$ cat src/rtl/lsu_riscv.sv
// Load/store unit: turns execute-stage memory requests into byte-enabled
// grant/valid transactions, stalls the core until completion, extends load data.
module lsu_riscv #(
    parameter int unsigned ADDR_W = 32
) (
    input  logic              clk_i,
    input  logic              rst_i,
    input  logic              lsu_req_i,
    input  logic              lsu_we_i,
    input  logic [2:0]        lsu_size_i,
    input  logic [ADDR_W-1:0] lsu_addr_i,
    input  logic [31:0]       lsu_data_i,
    output logic [31:0]       lsu_data_o,
    output logic              lsu_stall_req_o,
    output logic              lsu_misalign_o,
    output logic              data_req_o,
    output logic              data_we_o,
    output logic [3:0]        data_be_o,
    output logic [ADDR_W-1:0] data_addr_o,
    output logic [31:0]       data_wdata_o,
    input  logic              data_gnt_i,
    input  logic              data_rvalid_i,
    input  logic [31:0]       data_rdata_i
);

    localparam logic [1:0] S_IDLE = 2'd0;
    localparam logic [1:0] S_REQ  = 2'd1;
    localparam logic [1:0] S_RESP = 2'd2;

    logic [1:0]        r_state;
    logic [1:0]        w_state_nxt;
    logic              r_we;
    logic [2:0]        r_size;
    logic [1:0]        r_off;
    logic [ADDR_W-1:0] r_addr;
    logic [3:0]        r_be;
    logic [31:0]       r_wdata;
    logic [31:0]       r_ldata;

    logic              w_legal;
    logic [3:0]        w_be;
    logic [31:0]       w_wdata;
    logic              w_idle_req;
    logic              w_accept;
    logic              w_done;
    logic [7:0]        w_byte;
    logic [15:0]       w_half;
    logic [31:0]       w_ext;

    // Request decode: legality, lane enables and replicated store data
    always_comb begin
        w_legal = 1'b0;
        w_be    = 4'b0000;
        w_wdata = 32'h0;
        case (lsu_size_i)
            3'd0, 3'd4: begin
                w_legal = 1'b1;
                w_be    = 4'(4'b0001 << lsu_addr_i[1:0]);
                w_wdata = {4{lsu_data_i[7:0]}};
            end
            3'd1, 3'd5: begin
                w_legal = ~lsu_addr_i[0];
                w_be    = 4'(4'b0011 << lsu_addr_i[1:0]);
                w_wdata = {2{lsu_data_i[15:0]}};
            end
            3'd2: begin
                w_legal = (lsu_addr_i[1:0] == 2'b00);
                w_be    = 4'b1111;
                w_wdata = lsu_data_i;
            end
            default: ;
        endcase
    end

    assign w_idle_req = ~rst_i & (r_state == S_IDLE) & lsu_req_i;
    assign w_accept   = w_idle_req & w_legal;
    assign w_done     = (r_state == S_RESP) & data_rvalid_i;

    always_comb begin
        w_state_nxt = r_state;
        case (r_state)
            S_IDLE:  if (w_accept)      w_state_nxt = S_REQ;
            S_REQ:   if (data_gnt_i)    w_state_nxt = S_RESP;
            S_RESP:  if (data_rvalid_i) w_state_nxt = S_IDLE;
            default:                    w_state_nxt = S_IDLE;
        endcase
    end

    always_ff @(posedge clk_i or posedge rst_i) begin
        if (rst_i) begin
            r_state <= S_IDLE;
        end else begin
            r_state <= w_state_nxt;
        end
    end

    // Lane selection uses the offset captured at acceptance
    always_comb begin
        w_byte = 8'(data_rdata_i >> {r_off, 3'b000});
        w_half = r_off[1] ? data_rdata_i[31:16] : data_rdata_i[15:0];
        case (r_size)
            3'd0:    w_ext = {{24{w_byte[7]}}, w_byte};
            3'd4:    w_ext = {24'h0, w_byte};
            3'd1:    w_ext = {{16{w_half[15]}}, w_half};
            3'd5:    w_ext = {16'h0, w_half};
            default: w_ext = data_rdata_i;
        endcase
    end

    always_ff @(posedge clk_i or posedge rst_i) begin
        if (rst_i) begin
            r_we    <= 1'b0;
            r_size  <= 3'd0;
            r_off   <= 2'd0;
            r_addr  <= '0;
            r_be    <= 4'b0000;
            r_wdata <= 32'h0;
            r_ldata <= 32'h0;
        end else begin
            if (w_accept) begin
                r_we    <= lsu_we_i;
                r_size  <= lsu_size_i;
                r_off   <= lsu_addr_i[1:0];
                r_addr  <= {lsu_addr_i[ADDR_W-1:2], 2'b00};
                r_be    <= w_be;
                r_wdata <= w_wdata;
            end
            if (w_done && !r_we) begin
                r_ldata <= w_ext;
            end
        end
    end

    assign data_req_o      = (r_state == S_REQ);
    assign data_we_o       = r_we;
    assign data_be_o       = r_be;
    assign data_addr_o     = r_addr;
    assign data_wdata_o    = r_wdata;
    assign lsu_data_o      = (w_done && !r_we) ? w_ext : r_ldata;
    assign lsu_misalign_o  = w_idle_req & ~w_legal;
    assign lsu_stall_req_o = ~rst_i & (w_accept | (r_state == S_REQ) |
                                       ((r_state == S_RESP) & ~data_rvalid_i));

endmodule
$ cat config.mk
export PLATFORM = sky130hd
export DESIGN_NAME = lsu_riscv
export DESIGN_NICKNAME = d
export VERILOG_FILES = /design/src/rtl/lsu_riscv.sv
export SDC_FILE = /design/constraint.sdc
export NUM_CORES = 1
export LEC_CHECK = 0
export ABC_AREA = 1
export CAP_MARGIN = 20
export CORE_MARGIN = 8
export CORE_UTILIZATION = 40
export DETAILED_ROUTE_END_ITERATION = 8
export GPL_ROUTABILITY_DRIVEN = 0
export PLACE_DENSITY = 0.77
export REMOVE_ABC_BUFFERS = 1
export SYNTH_ARGS = -nofsm -noshare
export SYNTH_HDL_FRONTEND = slang
export SYNTH_SLANG_ARGS = --single-unit
$ cat constraint.sdc
create_clock -name clk_i -period 3.9 [get_ports clk_i]
set_input_delay 0.78 -clock clk_i [delete_from_list [all_inputs] [get_ports clk_i]]
set_output_delay 0.78 -clock clk_i [all_outputs]
set_load 0.01 [all_outputs]
==> results <==
[cells by family (layout without fill, tap and decap cells)]
| logic type | count (synthesis) | after routing |
|---|---|---|
| other | 1 | 2 |
| AOI/OAI and AO/OA | 34 | 34 |
| DFF | 106 | 106 |
| and+or+nand+nor | 524 | 524 |
| buffers and inverters | 107 | 302 |
[cell usage after synthesis]
cell      count  area share, %
a31oi_1       2           0.23
clkbuf_1     21            1.5
nand3_1      58            5.4
inv_1        65            4.5
buf_2        11            1.0
buf_1         3           0.21
a21oi_1      13            1.2
inv_2         2           0.14
or2_2        18            2.1
o21ai_0      18            1.7
nor3_1        3           0.28
dfrtp_1     106             49
buf_4         3           0.42
nor2_4        1           0.21
nor2_2        1           0.12
nand2_1     398             28
a21oi_4       1           0.30
nand4_1       1           0.12
nor2_1       40            2.8
nand3b_1      3           0.42
clkinv_1      2           0.14
nand3_2       1           0.19
conb_1        1          0.070
[critical path, delay by kind of cell, from the launching register on]
kind	cells	cell delay [ns]
buf+inv	4	1.21
flops	1	0.67
simple gates	5	0.51
[per-stage QoR]
| stage | instance area, sq um | setup WS (ns) | setup TNS [ns] |
|---|---|---|---|
| 2_1_floorplan | 5220 | -0.184 | -0.184 |
| 3_3_place_gp | 7590 | 0.355 | 0 |
| 3_5_place_dp | 7590 | 0.278 | 0 |
| 4_1_cts | 7900 | 0.246 | 0 |
| 5_1_grt | 7900 | 0.111 | 0 |
| 6_report | 7900 | 0.365 | 0 |
[sequential cells by signal (all words and copies together) (netlist names)]
name / cells
data_we_o: 1
r_state: 2
data_be_o: 4
data_addr_o: 30
r_ldata: 32
r_off: 2
r_size: 3
data_wdata_o: 32
[cell type report]
| class | count | area (sq um) | share of cell area, % |
|---|---|---|---|
| Clock buffer | 9 | 225 | 2.85 |
| Clock inverter | 7 | 83.8 | 1.06 |
| Inverter | 69 | 262 | 3.31 |
| Multi-Input combinational cell | 560 | 2310 | 29.3 |
| Sequential cell | 106 | 2650 | 33.6 |
| Tap cell | 176 | 220 | 2.79 |
| Timing Repair Buffer | 217 | 2140 | 27.1 |
[per-layer routing]
metal	vias to the layer above	GRT usage, %	wire (um)
li1	2705	-	-
met1	2510	24.4	7270
met2	215	32.9	8100
met3	19	11.1	2250
met4	2	5.68	243
met5	-	0	9
[power groups by stage]
stage                     Combinational, mW  Clock (mW)  Sequential [mW]
after floorplan                       0.752           0             1.72
after global placement                 1.91           0             1.64
after detailed placement               1.93           0             1.64
after CTS                              1.94       0.985             1.63
after global routing                   2.11        1.02             1.67
final                                  1.92       0.958             1.63
[how the worst min path moves through the flow]
stage	startpoint	cells after the start	end	slack (ns)
final	data_wdata_o[23]	2	data_wdata_o[23]	0.47
after global routing	data_wdata_o[3]	2	data_wdata_o[3]	0.50
after CTS	data_wdata_o[23]	2	data_wdata_o[23]	0.48
after detailed placement	data_wdata_o[23]	2	data_wdata_o[23]	0.46
after global placement	data_addr_o[3]	2	data_addr_o[3]	0.45
after floorplan	r_ldata[0]	2	r_ldata[0]	0.51
[timing repair]
| item | 4_1_cts | 5_1_grt |
|---|---|---|
| hold endpoints to repair | 0 | 0 |
| resized for setup | 0 | 1 |
| endpoints found under the setup margin | 0 | 3 |
==> flow_results.org <==
** Timing
- Total of endpoints with negative setup slack in the final report :: 0
- Min Clock Period, post-route :: approximately 3.5 ns
- The hold violation count in the final report came to 0.
- Hold Worst Slack :: between 0.4 and 0.5 ns
- Based on the critical path, the design can be clocked at up to about 280 MHz.
- In this run the tightest slew margin relative to its limit is between 30% and 40%.
- At the pin with the least slew margin, the transition time is 0.932 ns.
- In the finished design, the share of the clock period the worst path needs comes to between 90% and 100%.
- Final Slew Violations :: 0
- Across the routed clock network, the largest skew measured is 0.00948 ns.
- Setup repair after global routing left no endpoint under its margin.

** Setup path
- Startpoint type of the worst setup path :: register
- Worst reg2reg path endpoint :: r_ldata[13]
- Start-to-end type of the worst setup path :: register to primary output
- Arrival time at the worst endpoint :: about 2.8 ns
- Launching point of the worst reg2reg path :: r_size[1]
- Critical path endpoint category :: primary output
- The largest single stage delay on the critical path is around 0.67 ns.
- The number of cells on the worst reg-to-reg path is 8.
- The critical path ends at lsu_data_o[23].
- Cell breakdown of the critical path :: clkinv_1 -> nand2_1 -> nor2_1 -> nand2_1 -> buf_4 -> nand3_1 -> nand2_1 -> inv_1 -> clkdlybuf4s50_1
- For flop-to-flop paths, the worst setup slack is about 1.9 ns.
- In this run the worst setup path begins at r_size[1].
- For this design, the slowest cell found on the critical path is dfrtp_1.
- The cell that appears most often on the critical path is nand2_1.
- Data on the critical path is required at its endpoint by approximately 3.1 ns.
- Largest fanout on the critical path :: 24

** Global route
- Wire length of the first global-routing pass :: slightly below 30 mm
- Global routing consumed, over all layers together, roughly a fifth of the routing resources.
- The via count of the first global-routing pass was 5533.
- Summed over all layers, the global routing overflow is 0.
- Entering global routing, the biggest net connects 78 pins.
- Initial antenna violation count :: 1

** Power
- P_sw :: 1.56 mW
- Sequential cell fraction of total power :: 36.2%
- VDD sags by at most between 0.0003 and 0.0004 V.
- Switching Fraction :: 34.6%
- Of the total power, the clock network draws between 20% and 30%.
- Areal power density over the cells :: 570 nW/um^2
- In this run the static leakage power is just over 4 nW.
- Power after layout :: ~4.5 mW
- Internal Pwr Total :: about 2.9 mW
- Combinational cell fraction of total power :: a little over two fifths

** Floorplanning
- The die is about 130 um tall.
- Initial standard-cell utilization of the core :: 40.8%
- The initialized floorplan defines between 40 and 50 standard-cell rows.
- The floorplan step defined a die boundary enclosing between 15000 and 20000 sq um.
- Die width :: around 130 um
- For this design the top-level I/O count stands at around 210.
- The floorplan step defined a core boundary enclosing between 10000 and 15000 sq um.

** Route
- Total wire length :: about 18 mm
- The count of nets left with antenna violations once routing finished came out at 0.
- Number of remaining DRC errors :: 0
- The first TritonRoute pass finished after 5 iterations.
- Post-detailed-route wirelength per cell :: roughly 16 um
- Using the TritonRoute via totals, the vias-per-cell ratio works out to around 4.8.
- Vias after detailed routing :: 5451
- The first routing iteration left roughly 360 violations.

** Job
- Max-cap violations :: 0

** Layout
- Most frequent cells in the layout :: nand2_1, clkdlybuf4s50_1, dfrtp_1
- The repair_antennas step left the layout with diodes totalling 0.
- Leaving out filler cells and counting taps, the final layout contains 1144.
- Post-route core utilization :: 59.9%
- From synthesis to final layout, the design area changed by 46.7%.
- Most common cell after layout, fill and taps aside :: nand2_1
- Fillcell total :: approximately 1200
- Total number of nets in the final design :: between 1000 and 1500
- In the final layout, the share of cells above drive strength 1 is between 5 and 6%.

** Clocking
- The later pin in the worst-skew pair is clocked with a latency of between 0.3 and 0.4 ns.
- Clock slew at reported path FFs :: ~0.080 ns
- Cell chosen for the clock root :: clkbuf_16
- H-tree depth reported by CTS :: 3
- Clock tree from TritonCTS :: built
- The number of clock buffers added by TritonCTS is 9.
- Post-cts hold buffer count :: 0
- The number of setup buffers added after CTS is 0.
- The clock passes through at most 2 buffers.
- Clock sink count :: ~110

** Synth
- Counting every instance in the synthesized netlist gives just under 800.
- Measured against the total synthesized area, the mux share comes to 0%.
- During synthesis, Yosys emitted a total of 0 warnings.
- The synthesized netlist occupies a cell area of around 5400 sq um.
- Synth Register Bits :: 106
- Synthesis instantiated 23 different standard cells from the library.
- Summing the sequential cell areas from Yosys gives a little under 50% of the chip area.
- The synthesized netlist devotes under 10% of its cell area to compound gates.
- Summing the areas of all xor and xnor instances in the mapped netlist gives 0% of the synthesized area.
- Post-synthesis share of cell area spent on and, or, nand and nor gates :: ~40%
- Adder and majority cell fraction of the synthesized area :: 0%
- Largest family of logic cells by synthesized area :: simple AND/OR/NAND/NOR gates
- Post-Synthesis Mean Instance Area :: approximately 7.0 sq um

** Worst hold path
- Kind of path behind the tightest hold check :: register to register

** Status
- The run finished with clean final reports.

** Placed design
- Half-perimeter wire length after placement :: between 10 and 15 mm
- Input/output buffers :: 206
- Post-placement cell count :: roughly 1100
No activity file was read; power rests on OpenSTA's default activity.
